## config.mk

```make
export PLATFORM = sky130hd
export DESIGN_NAME = sprite_mover
export DESIGN_NICKNAME = d
export VERILOG_FILES = /design/src/rtl/sprite_pkg.sv /design/src/rtl/sprite_axis_step.sv /design/src/rtl/sprite_mover.sv
export SDC_FILE = /design/constraint.sdc
export NUM_CORES = 1
export LEC_CHECK = 0
export ABC_AREA = 1
export BUFFER_PORTS_ARGS = -buffer_cell sky130_fd_sc_hd__clkbuf_2
export CAP_MARGIN = 20
export CELL_PAD_IN_SITES_DETAIL_PLACEMENT = 1
export CELL_PAD_IN_SITES_GLOBAL_PLACEMENT = 2
export CORE_MARGIN = 2
export CORE_UTILIZATION = 25
export CTS_CLUSTER_SIZE = 16
export DETAILED_ROUTE_END_ITERATION = 10
export MAX_ROUTING_LAYER = met4
export PLACE_DENSITY = 0.78
export SLEW_MARGIN = 20
export SYNTH_ARGS = -nofsm -noshare
export SYNTH_HDL_FRONTEND = slang
export SYNTH_SLANG_ARGS = --single-unit
```

## constraint.sdc

```tcl
create_clock -name clk -period 4.6 [get_ports clk]
set_input_delay 0.92 -clock clk [delete_from_list [all_inputs] [get_ports clk]]
set_output_delay 0.92 -clock clk [all_outputs]
set_load 0.02 [all_outputs]
```

## src/rtl/sprite_pkg.sv

```systemverilog
// sprite_pkg: shared types, constants and helpers for the sprite_mover block.
// Optional feature macro: SPRITE_MOVER_WRAP_EN (edges wrap instead of bouncing).
package sprite_pkg;

  localparam int CORDW = 16;
  localparam int VELW  = 6;

  typedef enum logic [1:0] {
    IDLE   = 2'd0,
    STEP_X = 2'd1,
    STEP_Y = 2'd2,
    COMMIT = 2'd3
  } mover_state_t;

  // Result of one single-axis step: new position, new velocity, edge event.
  typedef struct packed {
    logic signed [CORDW-1:0] pos;
    logic signed [VELW-1:0]  vel;
    logic                    hit;
  } axis_evt_t;

`ifdef SPRITE_MOVER_WRAP_EN
  localparam bit WRAP_MODE = 1'b1;
`else
  localparam bit WRAP_MODE = 1'b0;
`endif

  // Clamp a signed coordinate into 0..max.
  function automatic logic signed [CORDW-1:0] clamp_pos(
    input logic signed [CORDW-1:0] p,
    input logic signed [CORDW-1:0] max
  );
    if (p[CORDW-1]) begin
      clamp_pos = {CORDW{1'b0}};
    end else if (p > max) begin
      clamp_pos = max;
    end else begin
      clamp_pos = p;
    end
  endfunction

endpackage

```

## src/rtl/sprite_axis_step.sv

```systemverilog
// sprite_axis_step: combinational single-axis position step with edge handling
// (bounce by default, wrap when SPRITE_MOVER_WRAP_EN is defined).
module sprite_axis_step
  import sprite_pkg::*;
(
  input  logic signed [CORDW-1:0] pos_i,
  input  logic signed [VELW-1:0]  vel_i,
  input  logic signed [CORDW-1:0] max_i,
  output axis_evt_t               evt_o
);

  localparam logic signed [VELW-1:0] VEL_MIN = {1'b1, {(VELW-1){1'b0}}};
  localparam logic signed [VELW-1:0] VEL_MAX = {1'b0, {(VELW-1){1'b1}}};

  logic signed [CORDW:0]   sum_s;
  logic signed [CORDW:0]   max_ext_s;
  logic signed [VELW-1:0]  vel_neg_s;

  // One extra bit of headroom so pos+vel can never overflow.
  assign sum_s     = {pos_i[CORDW-1], pos_i} + {{(CORDW+1-VELW){vel_i[VELW-1]}}, vel_i};
  assign max_ext_s = {max_i[CORDW-1], max_i};
  // Negating the most-negative velocity saturates instead of wrapping back to itself.
  assign vel_neg_s = (vel_i == VEL_MIN) ? VEL_MAX : -vel_i;

  // Classify the stepped position against the 0..max window.
  always_comb begin
    evt_o.pos = pos_i;
    evt_o.vel = vel_i;
    evt_o.hit = 1'b0;
    if (sum_s[CORDW]) begin
      evt_o.pos = WRAP_MODE ? max_i : {CORDW{1'b0}};
      evt_o.vel = WRAP_MODE ? vel_i : vel_neg_s;
      evt_o.hit = 1'b1;
    end else if (sum_s > max_ext_s) begin
      evt_o.pos = WRAP_MODE ? {CORDW{1'b0}} : max_i;
      evt_o.vel = WRAP_MODE ? vel_i : vel_neg_s;
      evt_o.hit = 1'b1;
    end else begin
      evt_o.pos = sum_s[CORDW-1:0];
      evt_o.vel = vel_i;
      evt_o.hit = 1'b0;
    end
  end

endmodule

```

## src/rtl/sprite_mover.sv

```systemverilog
// sprite_mover: per-frame position controller for one hardware sprite.
// A single step unit is shared between X and Y; both axes commit together.
// Optional feature macro: SPRITE_MOVER_WRAP_EN (edges wrap instead of bouncing).
module sprite_mover
  import sprite_pkg::*;
#(
  parameter int H_RES     = 480,
  parameter int V_RES     = 272,
  parameter int SPR_W_PX  = 64,
  parameter int SPR_H_PX  = 64,
  parameter int FRAME_DIV = 1
) (
  input  logic                    clk,
  input  logic                    rst,
  input  logic                    frame,
  input  logic                    en,
  input  logic                    load,
  input  logic signed [CORDW-1:0] init_x,
  input  logic signed [CORDW-1:0] init_y,
  input  logic signed [VELW-1:0]  init_dx,
  input  logic signed [VELW-1:0]  init_dy,
  output logic signed [CORDW-1:0] sprx,
  output logic signed [CORDW-1:0] spry,
  output logic signed [VELW-1:0]  dx,
  output logic signed [VELW-1:0]  dy,
  output logic                    bounce_x,
  output logic                    bounce_y,
  output logic                    busy
);

  localparam logic signed [CORDW-1:0] MAX_X = CORDW'(H_RES - SPR_W_PX);
  localparam logic signed [CORDW-1:0] MAX_Y = CORDW'(V_RES - SPR_H_PX);
  localparam int                      DIVW  = (FRAME_DIV > 1) ? $clog2(FRAME_DIV) : 1;
  localparam logic [DIVW-1:0]         DIV_LAST = DIVW'(FRAME_DIV - 1);

  mover_state_t            state_q;
  logic [DIVW-1:0]         div_q;
  logic signed [CORDW-1:0] sprx_q, spry_q;
  logic signed [VELW-1:0]  dx_q, dy_q;
  logic                    bounce_x_q, bounce_y_q, busy_q;
  axis_evt_t               shx_q, shy_q;

  logic signed [CORDW-1:0] step_pos_s, step_max_s;
  logic signed [VELW-1:0]  step_vel_s;
  axis_evt_t               step_d;

  // Route the axis being processed this cycle into the shared step unit.
  always_comb begin
    step_pos_s = spry_q;
    step_vel_s = dy_q;
    step_max_s = MAX_Y;
    if (state_q == STEP_X) begin
      step_pos_s = sprx_q;
      step_vel_s = dx_q;
      step_max_s = MAX_X;
    end else begin
      step_pos_s = spry_q;
      step_vel_s = dy_q;
      step_max_s = MAX_Y;
    end
  end

  sprite_axis_step u_step (
    .pos_i (step_pos_s),
    .vel_i (step_vel_s),
    .max_i (step_max_s),
    .evt_o (step_d)
  );

  // Update sequencer: load overrides everything; results sit in shadows until COMMIT.
  always_ff @(posedge clk) begin
    if (rst) begin
      state_q    <= IDLE;
      div_q      <= {DIVW{1'b0}};
      sprx_q     <= {CORDW{1'b0}};
      spry_q     <= {CORDW{1'b0}};
      dx_q       <= {VELW{1'b0}};
      dy_q       <= {VELW{1'b0}};
      bounce_x_q <= 1'b0;
      bounce_y_q <= 1'b0;
      busy_q     <= 1'b0;
      shx_q      <= '{pos: {CORDW{1'b0}}, vel: {VELW{1'b0}}, hit: 1'b0};
      shy_q      <= '{pos: {CORDW{1'b0}}, vel: {VELW{1'b0}}, hit: 1'b0};
    end else if (load) begin
      state_q    <= IDLE;
      div_q      <= {DIVW{1'b0}};
      sprx_q     <= clamp_pos(init_x, MAX_X);
      spry_q     <= clamp_pos(init_y, MAX_Y);
      dx_q       <= init_dx;
      dy_q       <= init_dy;
      bounce_x_q <= 1'b0;
      bounce_y_q <= 1'b0;
      busy_q     <= 1'b0;
    end else begin
      bounce_x_q <= 1'b0;
      bounce_y_q <= 1'b0;
      case (state_q)
        IDLE: begin
          if (frame) begin
            div_q <= (div_q == DIV_LAST) ? {DIVW{1'b0}} : div_q + 1'b1;
            if ((div_q == {DIVW{1'b0}}) && en) begin
              state_q <= STEP_X;
              busy_q  <= 1'b1;
            end
          end
        end
        STEP_X: begin
          shx_q   <= step_d;
          state_q <= STEP_Y;
        end
        STEP_Y: begin
          shy_q   <= step_d;
          state_q <= COMMIT;
        end
        COMMIT: begin
          sprx_q     <= shx_q.pos;
          dx_q       <= shx_q.vel;
          spry_q     <= shy_q.pos;
          dy_q       <= shy_q.vel;
          bounce_x_q <= shx_q.hit;
          bounce_y_q <= shy_q.hit;
          busy_q     <= 1'b0;
          state_q    <= IDLE;
        end
        default: begin
          state_q <= IDLE;
          busy_q  <= 1'b0;
        end
      endcase
    end
  end

  assign sprx     = sprx_q;
  assign spry     = spry_q;
  assign dx       = dx_q;
  assign dy       = dy_q;
  assign bounce_x = bounce_x_q;
  assign bounce_y = bounce_y_q;
  assign busy     = busy_q;

endmodule

```

==> metrics.txt, run 1 <==
share of cells above drive strength 1 0.1635; Final TNS setup 0 ns; HP Class reg -> reg; Reg2Reg Setup Slack 0.48 ns; Clk Latency, worst-skew pair 0.36 ns; post-synthesis average cell area 6.444 um2; Worst Setup SP state_q[1]; simple-gate share of the synthesized area 0.3013; ANT nets after route 0; dominant cell type by area after synthesis dfxtp_1; Detailed Route WL 19730 um; via-per-instance ratio 4.720; grt met2 use 0.2883; adder-cell share of the synthesized area 0.04304; synthesized instance count 857; met1 Use GR 0.2249; RSZ-0062 raised after global routing no; Avg WL per Cell 16.13 um; DR vias 5772; first-pass GRT wire length 31640 um; Tightest Pin Transition 1.063 ns; Sink Count 95; final setup violation count 0; drt pass-1 iters 4; HP Start shy_q[20]; FMAX 242.5 MHz; count of warnings emitted by yosys 0; commonest non-fill, non-tap cell in the layout nand2_1; FF-to-FF End shy_q[2]; total die area 23300 um2; FF-to-FF path depth 29; Reg clk slew, reported paths 0.07 ns; die height 152.6 um; worst vdd ir 174.4 uV; Worst R2R Start state_q[1]; crit-path most repeated cell nand2_1; post-synthesis xor/xnor area fraction 0.009515; max-cap violations 0; Worst Hold Slack 0.4399 ns; number of global-route vias before repair 5993; Core Util, Final 0.3054; nets 1005; Hold Vio Cnt, Final 0; CTS Root Cell clkbuf_16; register area share after synthesis 0.3444; maximum fanout along the worst path 11; CP Capture Type flip-flop; largest family of logic cells by synthesized area simple AND/OR/NAND/NOR gates; Hold Path End shy_q[20]; initial DRC count 262; met3 Use GR 0.02247; slew margin rel. 0.2903; most frequent cells in the layout nand2_1, inv_1, dfxtp_1, clkbuf_2, o21ai_0; grt ovf 0; Worst Path Required 4.87 ns; row count 54; Starting Density 0.2539; outcome complete, no violations; post-synth net total 925; type of origin of the critical path flip-flop; CTS tree yes; Mapped Area 5523 um2; PwrDens 334.5 nW/um2; crit share post-route 0.8963; Ports 96; GRT busiest layer met2; max-slew violations 0; GPL Wtd Cong 0.8295; Synth cell types 39; total track usage 0.1739; CTS Buffer Depth 2; P&R area growth vs syn 20.32%; core area 21760 um2; Layout Skew 0.008756 ns; mux contribution to synthesized area 0; Synth area leaders dfxtp_1, nand2_1, o21ai_0; critical path arrival 4.39 ns; pin count of the biggest net entering global routing 50; CP max stage delay 0.36 ns; # DRC 0; leakage power 3.156 nW; WS Path Type reg -> reg; Min Clock Period, post-route 4.123 ns; antenna violations before repair 0; H-Tree Depth 3; post-synth top area share 0.3444; crit path max-delay cell type ha_1; Buffers on Ports 95; Num CTS Buffers 9; width of the die 152.6 um; DP HPWL 14770 um; Hold Crit Depth 2; Synth Area in Compound Gates 0.1862; flops & latches, synth 95
power by group:
| group | internal (W) | total (W) | switching, W |
|---|---|---|---|
| sequential | 0.000855 | 0.000883 | 0.0000279 |
| clock | 0.000492 | 0.000852 | 0.000359 |
| combinational | 0.000160 | 0.000488 | 0.000328 |
how the worst max path moves through the flow:
stage | to | slack [ns]
4_1_cts | shy_q[2] | 0.29
6_report | shy_q[2] | 0.48
2_1_floorplan | shy_q[13] | 0.73
3_5_place_dp | shy_q[1] | 0.32
5_1_grt | shy_q[1] | 0.03
3_3_place_gp | shy_q[5] | 0.46
registers in the layout (all words and copies together), names as in the netlist:
| signal | count |
|---|---|
| shx_q | 23 |
| shy_q | 23 |
| sprx | 16 |
| spry | 16 |
| dx | 6 |
| dy | 6 |
| state_q | 2 |
| bounce_x | 1 |
| bounce_y | 1 |
| busy | 1 |
synthesized netlist by cell type:
library cell / count
nand3_2: 2
o21ai_0: 95
or2_2: 2
o21ai_2: 1
nand2_1: 238
clkbuf_1: 29
or4_1: 1
xnor2_1: 1
and2_1: 2
a22oi_4: 1
nor2_2: 4
nor2_1: 64
ha_1: 19
o21a_1: 1
a31oi_1: 5
a21o_1: 1
nor4_1: 3
o41ai_1: 1
o21bai_1: 2
a21oi_1: 53
o221ai_1: 1
inv_2: 8
a21oi_2: 1
o211ai_1: 2
xor2_1: 5
nand3b_1: 1
a221oi_1: 8
buf_1: 1
nand2_2: 8
nor3_1: 11
buf_4: 4
nand3_1: 48
inv_1: 109
dfxtp_1: 95
o21ai_1: 2
a211oi_1: 10
buf_6: 5
nand4_1: 12
or2_1: 1
layout make-up:
type / instances / area [um2]
fill: 2836 / 15110
multi-input combinational: 606 / 3019
sequential: 95 / 1902
timing repair buffer: 108 / 610.6
inverter: 117 / 439.2
tap: 280 / 350.3
clock buffer: 11 / 242.7
clock inverter: 5 / 78.83
antenna: 1 / 2.502
per-stage QoR:
stage          power, W  worst slack [ns]  instance area (um2)  cells
2_1_floorplan  0.001227            0.7340                 5523    857
4_1_cts        0.002228            0.2917                 6569   1220
6_report       0.002223            0.4769                 6645   1223
3_5_place_dp   0.001383            0.3163                 6247   1204
3_3_place_gp   0.001377            0.4614                 6247   1204
5_1_grt        0.002333           0.02887                 6643   1222
worst max-delay path: cells and delay by family, from the launching register on:
family	cells	cell delay, ns
XOR/XNOR	1	0.19
buffers and inverters	6	0.56
adder cells (fa/ha/maj)	3	0.87
AO/OA/AOI/OAI	1	0.13
flip-flops	1	0.34
AND/OR/NAND/NOR	18	1.97
metal layers:
layer / routed length [um] / vias up
met5: 0 / -
met4: 301 / 0
met3: 461 / 17
met2: 9196 / 73
met1: 9771 / 2737
li1: - / 2945
cell families after synthesis:
group / after synthesis
and+or+nand+nor: 397
DFF: 95
AOI/OAI and AO/OA: 184
buffers and inverters: 156
adders and majority gates: 19
xor gates and xnor gates: 6
timing repair:
item                       4_1_cts  5_1_grt
setup buffers                    0        0
gates resized for setup          0        6
hold buffers                     0        0
setup endpoints to repair        0       31
Power figures use the tool's default switching activity.
==> run 2: changes to the inputs <==
PLACE_DENSITY = not set   (was 0.78)
PLACE_DENSITY_LB_ADDON = 0.25   (was not set)
REMOVE_ABC_BUFFERS = 1   (was not set)
==> metrics.txt, run 2 (synthesis results as in run 1) <==
outcome complete, no violations; via-per-instance ratio 4.653; PwrDens 331.7 nW/um2; Avg WL per Cell 15.94 um; FMAX 243.5 MHz; slew margin rel. 0.3396; number of global-route vias before repair 5884; ANT nets after route 0; type of origin of the critical path flip-flop; HP Class reg -> reg; met3 Use GR 0.02247; CTS Buffer Depth 2; WS Path Type reg -> reg; first-pass GRT wire length 32000 um; Place WS 0.3350 ns; final setup violation count 0; maximum fanout along the worst path 12; GPL Wtd Cong 0.8434; CTS Root Cell clkbuf_16; share of cells above drive strength 1 0.1672; area of the multi-input gates 3015 um2; core area 21760 um2; Reg clk slew, reported paths 0.08 ns; final worst setup slack 0.4941 ns; Reg2Reg Setup Slack 0.49 ns; total track usage 0.1764; Worst Path Required 4.89 ns; Reg area 1903 um2; DR vias 5700; post-place instance area 6267 um2; Num CTS Buffers 9; total die area 23300 um2; Final TNS setup 0 ns; drt pass-1 iters 4; Clk Latency, worst-skew pair 0.36 ns; P&R area growth vs syn 20.77%; Largest regs shx_q (23), shy_q (23); initial DRC count 294; DP HPWL 14720 um; Ports 96; Min Clock Period, post-route 4.106 ns; H-Tree Depth 3; max-cap violations 0; commonest non-fill, non-tap cell in the layout nand2_1; crit share post-route 0.8926; row count 54; leakage power 3.166 nW; pin count of the biggest net entering global routing 50; Core Util, Final 0.3066; # DRC 0; Sink Count 95; critical path arrival 4.39 ns; antenna violations before repair 0; CP Capture Type flip-flop; nets 1008; most frequent cells in the layout nand2_1, inv_1, clkbuf_2, o21ai_0, dfxtp_1; grt met2 use 0.2810; Buffers on Ports 95; width of the die 152.6 um; final instance area 6670 um2; Ant. Diodes 0; met1 Use GR 0.2390; worst vdd ir 163.5 uV; Layout Skew 0.01218 ns; grt ovf 0; Detailed Route WL 19520 um; CTS tree yes; die height 152.6 um; max-slew violations 0; Hold Vio Cnt, Final 0; GRT busiest layer met2; Starting Density 0.2539; Tightest Pin Transition 0.9895 ns; filler instances 2804
==> run 2: changes by cell type in the layout (fill, tap and decap cells not counted), sizes merged <==
cell      before  now
buf           12   16
diode          1    0
clkbuf       107  105
clkinvlp       0    1
==> run 2: worst paths after layout <==
path          endpoint        from  cells after the start
max           shx_q[7]  state_q[1]                     23
min          shy_q[20]   shy_q[20]                      2
max reg2reg   shx_q[7]  state_q[1]                     23
min reg2reg  shy_q[20]   shy_q[20]                      2
==> run 2: final cells by class <==
| cell class | instances | share of cell area |
|---|---|---|
| flip-flops and latches | 95 | 0.2853 |
| inverters | 117 | 0.06584 |
| multi-input cells | 606 | 0.4521 |
| clock inverters | 6 | 0.01407 |
| clock buffers | 10 | 0.03433 |
| well taps | 280 | 0.05252 |
| repair buffers | 111 | 0.09585 |
==> run 2: what timing repair did <==
item,CTS,global route
buffers inserted,0,0
hold buffers,0,0
setup endpoints to repair,0,32
gates resized for setup,0,9
==> run 2: worst max-delay path, stage by stage (launching register included) <==
cell and delay, ns:
dfxtp_1 0.34, inv_1 0.08, ha_2 0.22, inv_2 0.10, buf_4 0.21, nand2_1 0.07
nand2_1 0.20, ha_1 0.46, nand3_1 0.13, nor2_1 0.15, nand2_1 0.09, nand2_1 0.10
xor2_1 0.33, ha_1 0.20, nand2_1 0.07, nor4_2 0.14, nand2_1 0.10, nor2_1 0.11
nand3_1 0.08, nand2_1 0.10, nand3_1 0.08, nor2_1 0.32, nand3_1 0.20, a21oi_1 0.16
==> run 2: power breakdown <==
group | internal (W) | total [W] | switching [W]
combinational | 0.000165 | 0.000499 | 0.000334
sequential | 0.000855 | 0.000880 | 0.0000252
clock | 0.000481 | 0.000834 | 0.000352
total | 0.00150 | 0.00221 | 0.000712
==> run 2: layer usage <==
metal / vias to the layer above / wire length [um] / part of all wire
li1: 2943 / - / -
met5: - / 0 / 0
met4: 0 / 215 / 0.011
met2: 56 / 9071 / 0.46
met1: 2688 / 9858 / 0.50
met3: 13 / 377 / 0.019
==> run 2: metrics by stage <==
stage          power, W  std cells  hold WS, ns
5_1_grt        0.002348       1225       0.4684
2_1_floorplan  0.001203        818       0.4159
4_1_cts        0.002231       1223       0.4394
3_3_place_gp   0.001392       1207       0.4236
3_5_place_dp   0.001392       1207       0.4270
6_report       0.002213       1225       0.4425
==> run 3: changes to the inputs <==
ABC_AREA = 0   (was 1)
CORE_MARGIN = 3   (was 2)
==> metrics.txt, run 3 <==
flops & latches, synth 95; H-Tree Depth 3; grt ovf 0; Post-synth ARST share 0; Mapped Area 5425 um2; leakage power 2.702 nW; antenna violations before repair 0; Largest regs shx_q (23), shy_q (23); core area 21150 um2; DR vias 5057; Sink Count 95; ANT nets after route 0; Reg clk slew, reported paths 0.06 ns; final worst setup slack 0.1914 ns; Detailed Route WL 18240 um; Avg WL per Cell 17.71 um; total die area 23500 um2; initial DRC count 182; width of the die 153.3 um; Final TNS setup 0 ns; Worst Hold Slack 0.4564 ns; Synth area leaders dfxtp_1, mux2i_1, nor2_1; dominant cell type by area after synthesis dfxtp_1; post-synthesis average cell area 8.437 um2; Tightest Pin Transition 0.9618 ns; GPL Wtd Cong 0.8879; most frequent cells in the layout nor2_1, clkbuf_2, dfxtp_1, a21oi_1; pin count of the biggest net entering global routing 27; CTS Root Cell clkbuf_16; Ant. Diodes 0; max-slew violations 0; Ports 96; nets 818; type of origin of the critical path flip-flop; Core Util, Final 0.3187; outcome complete, no violations; register area share after synthesis 0.3506; drt pass-1 iters 4; die height 153.3 um; count of warnings emitted by yosys 0; Primary FF master, synth dfxtp_1; Worst Path Required 4.84 ns; crit share post-route 0.9584; hold buffer count at cts 0; synthesized instance count 643; slew margin rel. 0.3564; area of the multi-input gates 3344 um2; max-cap violations 0; PwrDens 297.6 nW/um2; Synth cell types 69; maximum fanout along the worst path 6; number of global-route vias before repair 5413; worst vdd ir 147.8 uV; FMAX 226.8 MHz; final setup violation count 0; Reg2Reg Setup Slack 0.19 ns; critical path arrival 4.64 ns; Post-synth EDFFs 0; Buffers on Ports 95; WS Path Type reg -> reg; Num CTS Buffers 9; Reg area 1903 um2; total track usage 0.1579; via-per-instance ratio 4.910; CP Capture Type flip-flop; CTS tree yes; row count 53; Layout Skew 0.009114 ns; HP Class reg -> reg; Hold Vio Cnt, Final 0; DP HPWL 14030 um; post-synth top area share 0.3506; filler instances 2522; Clk Latency, worst-skew pair 0.35 ns; Starting Density 0.2565; CTS Buffer Depth 2; # DRC 0; Place WS -0.09599 ns; most frequent cells after synthesis dfxtp_1, nor2_1, a21oi_1, mux2i_1, nand2_1; Min Clock Period, post-route 4.409 ns; P&R area growth vs syn 24.26%; share of cells above drive strength 1 0.2623; first-pass GRT wire length 29310 um
run 3: kinds of logic after synthesis:
kind of cell | Yosys count | share of synthesized area
compound gates | 146 | 0.1776
mux | 66 | 0.1303
simple gates | 230 | 0.2030
fa+ha+maj | 20 | 0.04566
xor+xnor | 27 | 0.04359
flops | 95 | 0.3506
buf+inv | 59 | 0.04935
run 3: metrics by stage:
step	cells	area [um2]	total power, W
floorplan	605	5236	0.001081
global placement	1011	6331	0.001229
finish	1030	6741	0.002006
detailed placement	1011	6331	0.001237
global route	1030	6741	0.002116
CTS	1028	6651	0.002023
run 3: report_power, final:
| part | internal [W] | switching [W] |
|---|---|---|
| Clock | 0.000453 | 0.000317 |
| Sequential | 0.000841 | 0.0000246 |
| Combinational | 0.000150 | 0.000220 |
| Total | 0.00144 | 0.000562 |
run 3: worst paths after layout:
kind / from / to / cells past startpoint
min: shx_q[13] / shx_q[13] / 2
max: state_q[1] / shx_q[12] / 18
min reg2reg: shx_q[13] / shx_q[13] / 2
max reg2reg: state_q[1] / shx_q[12] / 18
run 3: per-layer routing:
layer	vias to the layer above	routed length [um]	GRT usage
met1	2425	8756	0.2059
li1	2500	-	-
met4	0	302	0.04243
met5	-	0	-
met2	107	8452	0.2545
met3	25	732	0.02576
run 3: area by class of cell:
cell class	instances	area share
Clock buffer	14	0.03916
Clock inverter	2	0.005754
Inverter	21	0.01169
Multi-Input combinational cell	489	0.4961
Sequential cell	95	0.2823
Tap cell	275	0.05104
Timing Repair Buffer	134	0.1140
run 3: critical path: stages (launching register included):
cell and delay (ns):
dfxtp_1 0.32, inv_2 0.07, ha_4 0.19, mux2_2 0.39, ha_4 0.29, nand2_1 0.05, or3_1 0.37, a31o_1 0.25
nand2_1 0.11, xor2_2 0.18, ha_1 0.28, nor2b_1 0.14, o21ai_0 0.14, nand2b_1 0.08, a31o_1 0.25, a2111oi_4 0.40
nand2_2 0.15, mux2_1 0.37, a32o_1 0.26
run 3: timing repair:
item / 4_1_cts / 5_1_grt
gates resized for setup: 1 / 14
pin swaps: 1 / 4
setup buffers: 1 / 2
endpoints found under the setup margin: 11 / 19
